`config.mk`:
```
export PLATFORM = sky130hd
export DESIGN_NAME = ultrasonic_scan_scheduler
export DESIGN_NICKNAME = d
export VERILOG_FILES = /design/src/rtl/ultrasonic_pkg.sv /design/src/rtl/ultrasonic_echo_timer.sv /design/src/rtl/ultrasonic_scan_scheduler.sv
export SDC_FILE = /design/constraint.sdc
export NUM_CORES = 1
export LEC_CHECK = 0
export ABC_AREA = 1
export CORE_UTILIZATION = 55
export DETAILED_ROUTE_END_ITERATION = 10
export PLACE_DENSITY = 0.8
export SYNTH_ARGS = -nofsm -noshare
export SYNTH_HDL_FRONTEND = slang
export SYNTH_SLANG_ARGS = --single-unit
```
`constraint.sdc`:
```
create_clock -name clk_50M -period 44.7 [get_ports clk_50M]
set_clock_uncertainty 0.1 [all_clocks]
set_input_delay 4.47 -clock clk_50M [delete_from_list [all_inputs] [get_ports clk_50M]]
set_output_delay 4.47 -clock clk_50M [all_outputs]
set_load 0.02 [all_outputs]
```
`src/rtl/ultrasonic_pkg.sv`:
```
// Shared types and constants for the ultrasonic scan scheduler: FSM states, distance width,
// and the echo-cycles to millimetre conversion (34 / 10000 at 50 MHz).
package ultrasonic_pkg;

    localparam int DIST_W = 16;
    localparam int MM_NUM = 34;
    localparam int MM_DEN = 10000;

    typedef enum logic [2:0] {
        S_IDLE      = 3'd0,
        S_TRIG      = 3'd1,
        S_WAIT_RISE = 3'd2,
        S_MEASURE   = 3'd3,
        S_HOLDOFF   = 3'd4
    } scan_state_t;

    // 32-bit product, truncating divide, saturate to the 16-bit distance range.
    function automatic logic [DIST_W-1:0] cycles_to_mm(input logic [31:0] cycles);
        logic [31:0] prod;
        logic [31:0] quot;
        prod = cycles * 32'(MM_NUM);
        quot = prod / 32'(MM_DEN);
        return (quot > 32'h0000_FFFF) ? 16'hFFFF : quot[DIST_W-1:0];
    endfunction

endpackage

```
`src/rtl/ultrasonic_echo_timer.sv`:
```
// Echo front end for the selected sensor: 2-flop synchronizers on every echo pin, edge detect
// on the selected channel, echo-high cycle counter and the trig-fall based timeout timer.
module ultrasonic_echo_timer
    import ultrasonic_pkg::*;
#(
    parameter int N_SENS       = 3,
    parameter int ECHO_TIMEOUT = 550_000,
    parameter int SEL_W        = 2
) (
    input  logic              clk_50M,
    input  logic              reset,
    input  logic [N_SENS-1:0] echo_rx,
    input  logic [SEL_W-1:0]  sel,
    input  logic              clr,
    input  logic              wait_rise,
    input  logic              measure,
    output logic              echo_rise,
    output logic              echo_fall,
    output logic              echo_timeout,
    output logic [31:0]       echo_cycles
);

    logic [N_SENS-1:0] sync1;
    logic [N_SENS-1:0] sync2;
    logic              echo_now;
    logic              echo_prev;
    logic [31:0]       tmr;

    assign echo_now     = sync2[sel];
    assign echo_rise    = echo_now & ~echo_prev;
    assign echo_fall    = ~echo_now & echo_prev;
    assign echo_timeout = (wait_rise | measure) && (tmr == 32'(ECHO_TIMEOUT - 1));

    always_ff @(posedge clk_50M or negedge reset) begin
        if (!reset) begin
            sync1       <= '0;
            sync2       <= '0;
            echo_prev   <= 1'b0;
            tmr         <= '0;
            echo_cycles <= '0;
        end else begin
            sync1     <= echo_rx;
            sync2     <= sync1;
            echo_prev <= echo_now;
            if (clr)
                tmr <= '0;
            else if (wait_rise | measure)
                tmr <= tmr + 32'd1;
            // The rise cycle itself counts as the first echo-high cycle.
            if (clr)
                echo_cycles <= '0;
            else if (wait_rise && echo_rise)
                echo_cycles <= 32'd1;
            else if (measure && echo_now)
                echo_cycles <= echo_cycles + 32'd1;
        end
    end

endmodule

```
`src/rtl/ultrasonic_scan_scheduler.sv`:
```
// Round-robin scheduler firing one ultrasonic sensor per slot and publishing distances in mm.
// Optional NEAREST_TRACK_EN adds a registered nearest-obstacle tracker (nearest_dist/nearest_chan).
module ultrasonic_scan_scheduler
    import ultrasonic_pkg::*;
#(
    parameter int N_SENS       = 3,
    parameter int TRIG_CYCLES  = 500,
    parameter int ECHO_TIMEOUT = 550_000,
    parameter int SLOT_CYCLES  = 600_000,
    parameter int OBST_MM      = 70,
    localparam int SEL_W       = (N_SENS > 1) ? $clog2(N_SENS) : 1
) (
    input  logic                     clk_50M,
    input  logic                     reset,
    input  logic                     enable,
    input  logic [N_SENS-1:0]        chan_mask,
    input  logic [N_SENS-1:0]        echo_rx,
    output logic [N_SENS-1:0]        trig,
    output logic                     busy,
    output logic                     meas_valid,
    output logic [SEL_W-1:0]         meas_chan,
    output logic [DIST_W-1:0]        meas_dist,
    output logic                     meas_timeout,
    output logic [DIST_W*N_SENS-1:0] dist_flat,
`ifdef NEAREST_TRACK_EN
    output logic [N_SENS-1:0]        obstacle,
    output logic [DIST_W-1:0]        nearest_dist,
    output logic [SEL_W-1:0]         nearest_chan
`else
    output logic [N_SENS-1:0]        obstacle
`endif
);

    scan_state_t       state;
    scan_state_t       state_nxt;
    logic [SEL_W-1:0]  sel;
    logic [SEL_W-1:0]  rr;
    logic [SEL_W-1:0]  sel_inc;
    logic [SEL_W-1:0]  pick_base;
    logic [SEL_W-1:0]  pick;
    logic [SEL_W-1:0]  cand;
    logic              found;
    logic [31:0]       slot_cnt;
    logic              go;
    logic              trig_done;
    logic              slot_done;
    logic              enter_trig;
    logic              got_echo;
    logic              publish;
    logic [DIST_W-1:0] new_dist;
    logic [DIST_W-1:0] dist_q [N_SENS];
    logic              echo_rise;
    logic              echo_fall;
    logic              echo_timeout;
    logic [31:0]       echo_cycles;

    assign go         = enable && (chan_mask != '0);
    assign trig_done  = (slot_cnt == 32'(TRIG_CYCLES - 1));
    assign slot_done  = (slot_cnt == 32'(SLOT_CYCLES - 1));
    assign enter_trig = (state == S_IDLE || state == S_HOLDOFF) && (state_nxt == S_TRIG);
    assign sel_inc    = (sel == SEL_W'(N_SENS - 1)) ? '0 : sel + 1'b1;
    // At holdoff end the pointer has not yet advanced, so search from sel+1 directly.
    assign pick_base  = (state == S_HOLDOFF) ? sel_inc : rr;
    assign got_echo   = (state == S_MEASURE) && echo_fall;
    assign publish    = ((state == S_WAIT_RISE) && echo_timeout) ||
                        ((state == S_MEASURE) && (echo_fall || echo_timeout));
    assign new_dist   = got_echo ? cycles_to_mm(echo_cycles) : '0;

    always_comb begin
        pick  = '0;
        found = 1'b0;
        cand  = pick_base;
        for (int k = 0; k < N_SENS; k++) begin
            if (!found && chan_mask[cand]) begin
                pick  = cand;
                found = 1'b1;
            end
            cand = (cand == SEL_W'(N_SENS - 1)) ? '0 : cand + 1'b1;
        end
    end

    ultrasonic_echo_timer #(
        .N_SENS      (N_SENS),
        .ECHO_TIMEOUT(ECHO_TIMEOUT),
        .SEL_W       (SEL_W)
    ) u_echo_timer (
        .clk_50M     (clk_50M),
        .reset       (reset),
        .echo_rx     (echo_rx),
        .sel         (sel),
        .clr         (state == S_TRIG),
        .wait_rise   (state == S_WAIT_RISE),
        .measure     (state == S_MEASURE),
        .echo_rise   (echo_rise),
        .echo_fall   (echo_fall),
        .echo_timeout(echo_timeout),
        .echo_cycles (echo_cycles)
    );

    always_ff @(posedge clk_50M or negedge reset) begin
        if (!reset)
            state <= S_IDLE;
        else
            state <= state_nxt;
    end

    always_comb begin
        state_nxt = state;
        case (state)
            S_IDLE:      if (go) state_nxt = S_TRIG;
            S_TRIG:      if (trig_done) state_nxt = S_WAIT_RISE;
            S_WAIT_RISE: if (echo_timeout) state_nxt = S_HOLDOFF;
                         else if (echo_rise) state_nxt = S_MEASURE;
            S_MEASURE:   if (echo_fall || echo_timeout) state_nxt = S_HOLDOFF;
            S_HOLDOFF:   if (slot_done) state_nxt = go ? S_TRIG : S_IDLE;
            default:     state_nxt = S_IDLE;
        endcase
    end

    always_comb begin
        trig = '0;
        busy = (state != S_IDLE);
        if (state == S_TRIG)
            trig[sel] = 1'b1;
    end

    always_ff @(posedge clk_50M or negedge reset) begin
        if (!reset) begin
            sel          <= '0;
            rr           <= '0;
            slot_cnt     <= '0;
            meas_valid   <= 1'b0;
            meas_chan    <= '0;
            meas_dist    <= '0;
            meas_timeout <= 1'b0;
            for (int i = 0; i < N_SENS; i++)
                dist_q[i] <= '0;
        end else begin
            meas_valid <= publish;
            if (enter_trig || state_nxt == S_IDLE)
                slot_cnt <= '0;
            else
                slot_cnt <= slot_cnt + 32'd1;
            if (enter_trig)
                sel <= pick;
            if (state == S_HOLDOFF && slot_done)
                rr <= sel_inc;
            if (publish) begin
                meas_chan    <= sel;
                meas_dist    <= new_dist;
                meas_timeout <= ~got_echo;
                dist_q[sel]  <= new_dist;
            end
        end
    end

    always_comb begin
        dist_flat = '0;
        obstacle  = '0;
        for (int i = 0; i < N_SENS; i++) begin
            dist_flat[DIST_W*i +: DIST_W] = dist_q[i];
            obstacle[i] = (dist_q[i] != '0) && (dist_q[i] < DIST_W'(OBST_MM));
        end
    end

`ifdef NEAREST_TRACK_EN
    logic [DIST_W-1:0] best_dist;
    logic [SEL_W-1:0]  best_chan;

    // Strict less-than keeps the lowest index on ties; zero distances never qualify.
    always_comb begin
        best_dist = '0;
        best_chan = '0;
        for (int i = 0; i < N_SENS; i++) begin
            if (dist_q[i] != '0 && (best_dist == '0 || dist_q[i] < best_dist)) begin
                best_dist = dist_q[i];
                best_chan = SEL_W'(i);
            end
        end
    end

    always_ff @(posedge clk_50M or negedge reset) begin
        if (!reset) begin
            nearest_dist <= '0;
            nearest_chan <= '0;
        end else begin
            nearest_dist <= best_dist;
            nearest_chan <= best_chan;
        end
    end
`endif

endmodule

```
==> impl_results.md <==
- Status: finished clean
- Max incr delay on CP: 0.72 ns
- CP top delay family: simple AND/OR/NAND/NOR gates
- Yosys top cell by area: nand2_1
- Crit path top cell by count: nand2_2
- Synthesized flop and latch total: 177
- Crit Path Max Fanout: 33
- Grt ovf: 0
- Initial DRC Count: 3,222
- Final Wtd Congestion: 1.06
- Root buffer cell: clkbuf_16
- Final hold violations: 0
- WP data required: 44.92 ns
- Main flop type after synthesis: dfrtp_1
- First-pass GRT wire length: 173 mm
- Chip width: 246 um
- Vias per cell: 5.70
- Starting Density: 56.2%
- Clock Sinks: 177
- Fraction of layout instances using a drive strength above 1: 20.7%
- CP max-delay cell: nand3_2
- Post-CTS setup buffers: 0
- Setup slack, reg-to-reg: 17.53 ns
- CTS Hold Bufs: 0
- Mapped cell area: 32,700 um2
- Layout net count: 5,462
- Clk Latency, worst-skew pair: 0.45 ns
- Die ar.: 60,400 um2
- Avg Inst Size Synth: 6.08 um2
- Count leader, synth: nand2_1
- Routed wire length per instance: 17.5 um
- Vias: 35,200
- Sequential area share after synthesis: 13.6%
- RSZ-0062 raised after global routing: false
- DRT Pass-1 Iters: 6
- CP Depth: 156
- Ys async rst share: 100%
- Post-DRT Antenna Nets: 0
- Row count: 88
- Tmin final: 27.17 ns
- Slew @ Worst Pin: 1.22 ns
- Power Dens Cells: 9.40 nW/um2
- Post-Route WL: 108 mm
- Fmax: 0.0368 GHz
- Placement Setup Slack: 17.98 ns
- LEAKAGE: 0.0184 uW
- Post-cts repair resize count: 0
- Setup Total Neg Slack: 0 ns
- Num ports: 84
- Vias in the first global route: 32,800
- CP startpoint: u_echo_timer.echo_cycles[5]
- Syn. warnings: 0
- Number of synthesized flops with an enable pin: 0
- Rel. slew slack: 17.8%
- Crit end category: flip-flop
- Total track usage: 35.4%
- Final Cycle Share: 60.8%
- Ant diodes: 0
- Final WS setup: 17.53 ns
- Die H: 246 um
- WS Path Type: reg -> reg
- MaxCap Viol Count: 0
- CP bufs+invs: 14
- Core Box Area: 58,100 um2
- Initial antenna violation count: 0
- Residual DRC: 0
- Worst R2R Start: u_echo_timer.echo_cycles[5]
- Worst setup SP type: flip-flop
- Syn nets: 5,435
- Total CTS buffers: 17
- Worst EP arrival: 27.39 ns
- RR Endpoint: dist_flat[0]
- Fin. max-slew vios: 0
- Final setup violation count: 0
- Worst setup endpoint: dist_flat[0]
- H-tree depth: 4
- Port-buffer cells: 83
- Worst VDD drop: 0.0273 mV
- Cells after synthesis: 5,369
- Clock tree buffer depth: 2
- Dpl hpwl: 87.2 mm
- Synth cell types: 88
- Top cells by area, synth: nand2_1 15%, dfrtp_1 14%, nand3_1 8.1%, inv_1 7.2%, nor2_1 6.7%
- CTS tree: built
- Worst hold path type: reg -> reg
- Cell count after placement: 6,142
- Top cells by instance count after synthesis: 1,314 x nand2_1, 624 x inv_1, 587 x nor2_1, 528 x nand3_1, 339 x nand2_2
- P&R area growth vs syn: 4.65%
- Finished Core Util: 58.8%
- Yosys top cell area share: 15.1%
- Largest net degree at the start of global routing: 110
- Clock transition at path regs: 0.07 ns
- R2R cell count: 156
- Non-filler instance count after layout: 6,174
## final cells by class
class | count | area (um2)
clock buffers | 20 | 457
multi-input cells | 4312 | 24200
inverters | 779 | 3010
repair buffers | 109 | 1030
clock inverters | 12 | 148
well taps | 765 | 957
fillers | 5811 | 24000
flip-flops and latches | 177 | 4430
## sequential cells by signal, summed over array words and instances, names as in the netlist
register and cells:
dist_flat 48, slot_cnt 32, u_echo_timer.tmr 32, u_echo_timer.echo_cycles 31, meas_dist 16, state 3
u_echo_timer.sync1 3, u_echo_timer.sync2 3, meas_chan 2, rr 2, sel 2, meas_timeout 1
meas_valid 1, u_echo_timer.echo_prev 1
## kinds of logic after synthesis
logic type,Yosys count,synth area share (%)
simple gates,3709,60.3
buf+inv,880,12.6
compound gates,422,7.77
flops,177,13.6
xor+xnor,124,3.57
fa+ha+maj,57,2.21
## per-layer routing
metal | vias to the layer above | share of wire [%] | global-route usage (%)
li1 | 17400 | - | -
met1 | 16100 | 42 | 45.7
met2 | 1457 | 46 | 58.8
met3 | 290 | 7.3 | 4.76
met4 | 0 | 4.6 | 15.3
met5 | - | 0 | 0
## power by group
group | leakage (uW) | internal, uW | switching (uW) | total [uW]
combinational | 0.0157 | 0.810 | 3.46 | 4.29
clock | 0.000294 | 86.9 | 69.8 | 157
sequential | 0.00240 | 160 | 0.0625 | 160
## per-stage QoR
stage / total power, uW / cell area (um2) / hold slack, ns
floorplan: 164 / 32700 / 0.231
global placement: 168 / 33600 / 0.234
detailed placement: 168 / 33600 / 0.235
CTS: 322 / 34200 / 0.258
global route: 329 / 34200 / 0.267
finish: 321 / 34200 / 0.252
## cell usage in the layout, fill, tap and decap left out, types with 79 or more instances in the layout
cell	synthesis	final
nand2_2	339	339
a21oi_1	175	175
nand2_4	171	171
inv_1	624	624
xor2_1	79	79
dfrtp_1	177	177
o21ai_0	106	104
nand3_1	528	528
inv_2	104	104
nor2_2	170	173
nand2_1	1314	1314
nor3_1	115	114
nor2_1	587	584
nand4_1	205	205
nand3_2	87	87
clkdlybuf4s50_1	0	82
## worst min path at each step
stage                     startpoint                     to  slack [ns]  cells after the start
3_5_place_dp   u_echo_timer.sync1[0]  u_echo_timer.sync2[0]        0.23                      0
3_3_place_gp   u_echo_timer.sync1[0]  u_echo_timer.sync2[0]        0.23                      0
2_1_floorplan  u_echo_timer.sync1[0]  u_echo_timer.sync2[0]        0.23                      0
5_1_grt        u_echo_timer.sync1[2]  u_echo_timer.sync2[2]        0.27                      0
4_1_cts        u_echo_timer.sync1[2]  u_echo_timer.sync2[2]        0.26                      0
6_report       u_echo_timer.sync1[2]  u_echo_timer.sync2[2]        0.25                      0
No activity file was read; power rests on OpenSTA's default activity.
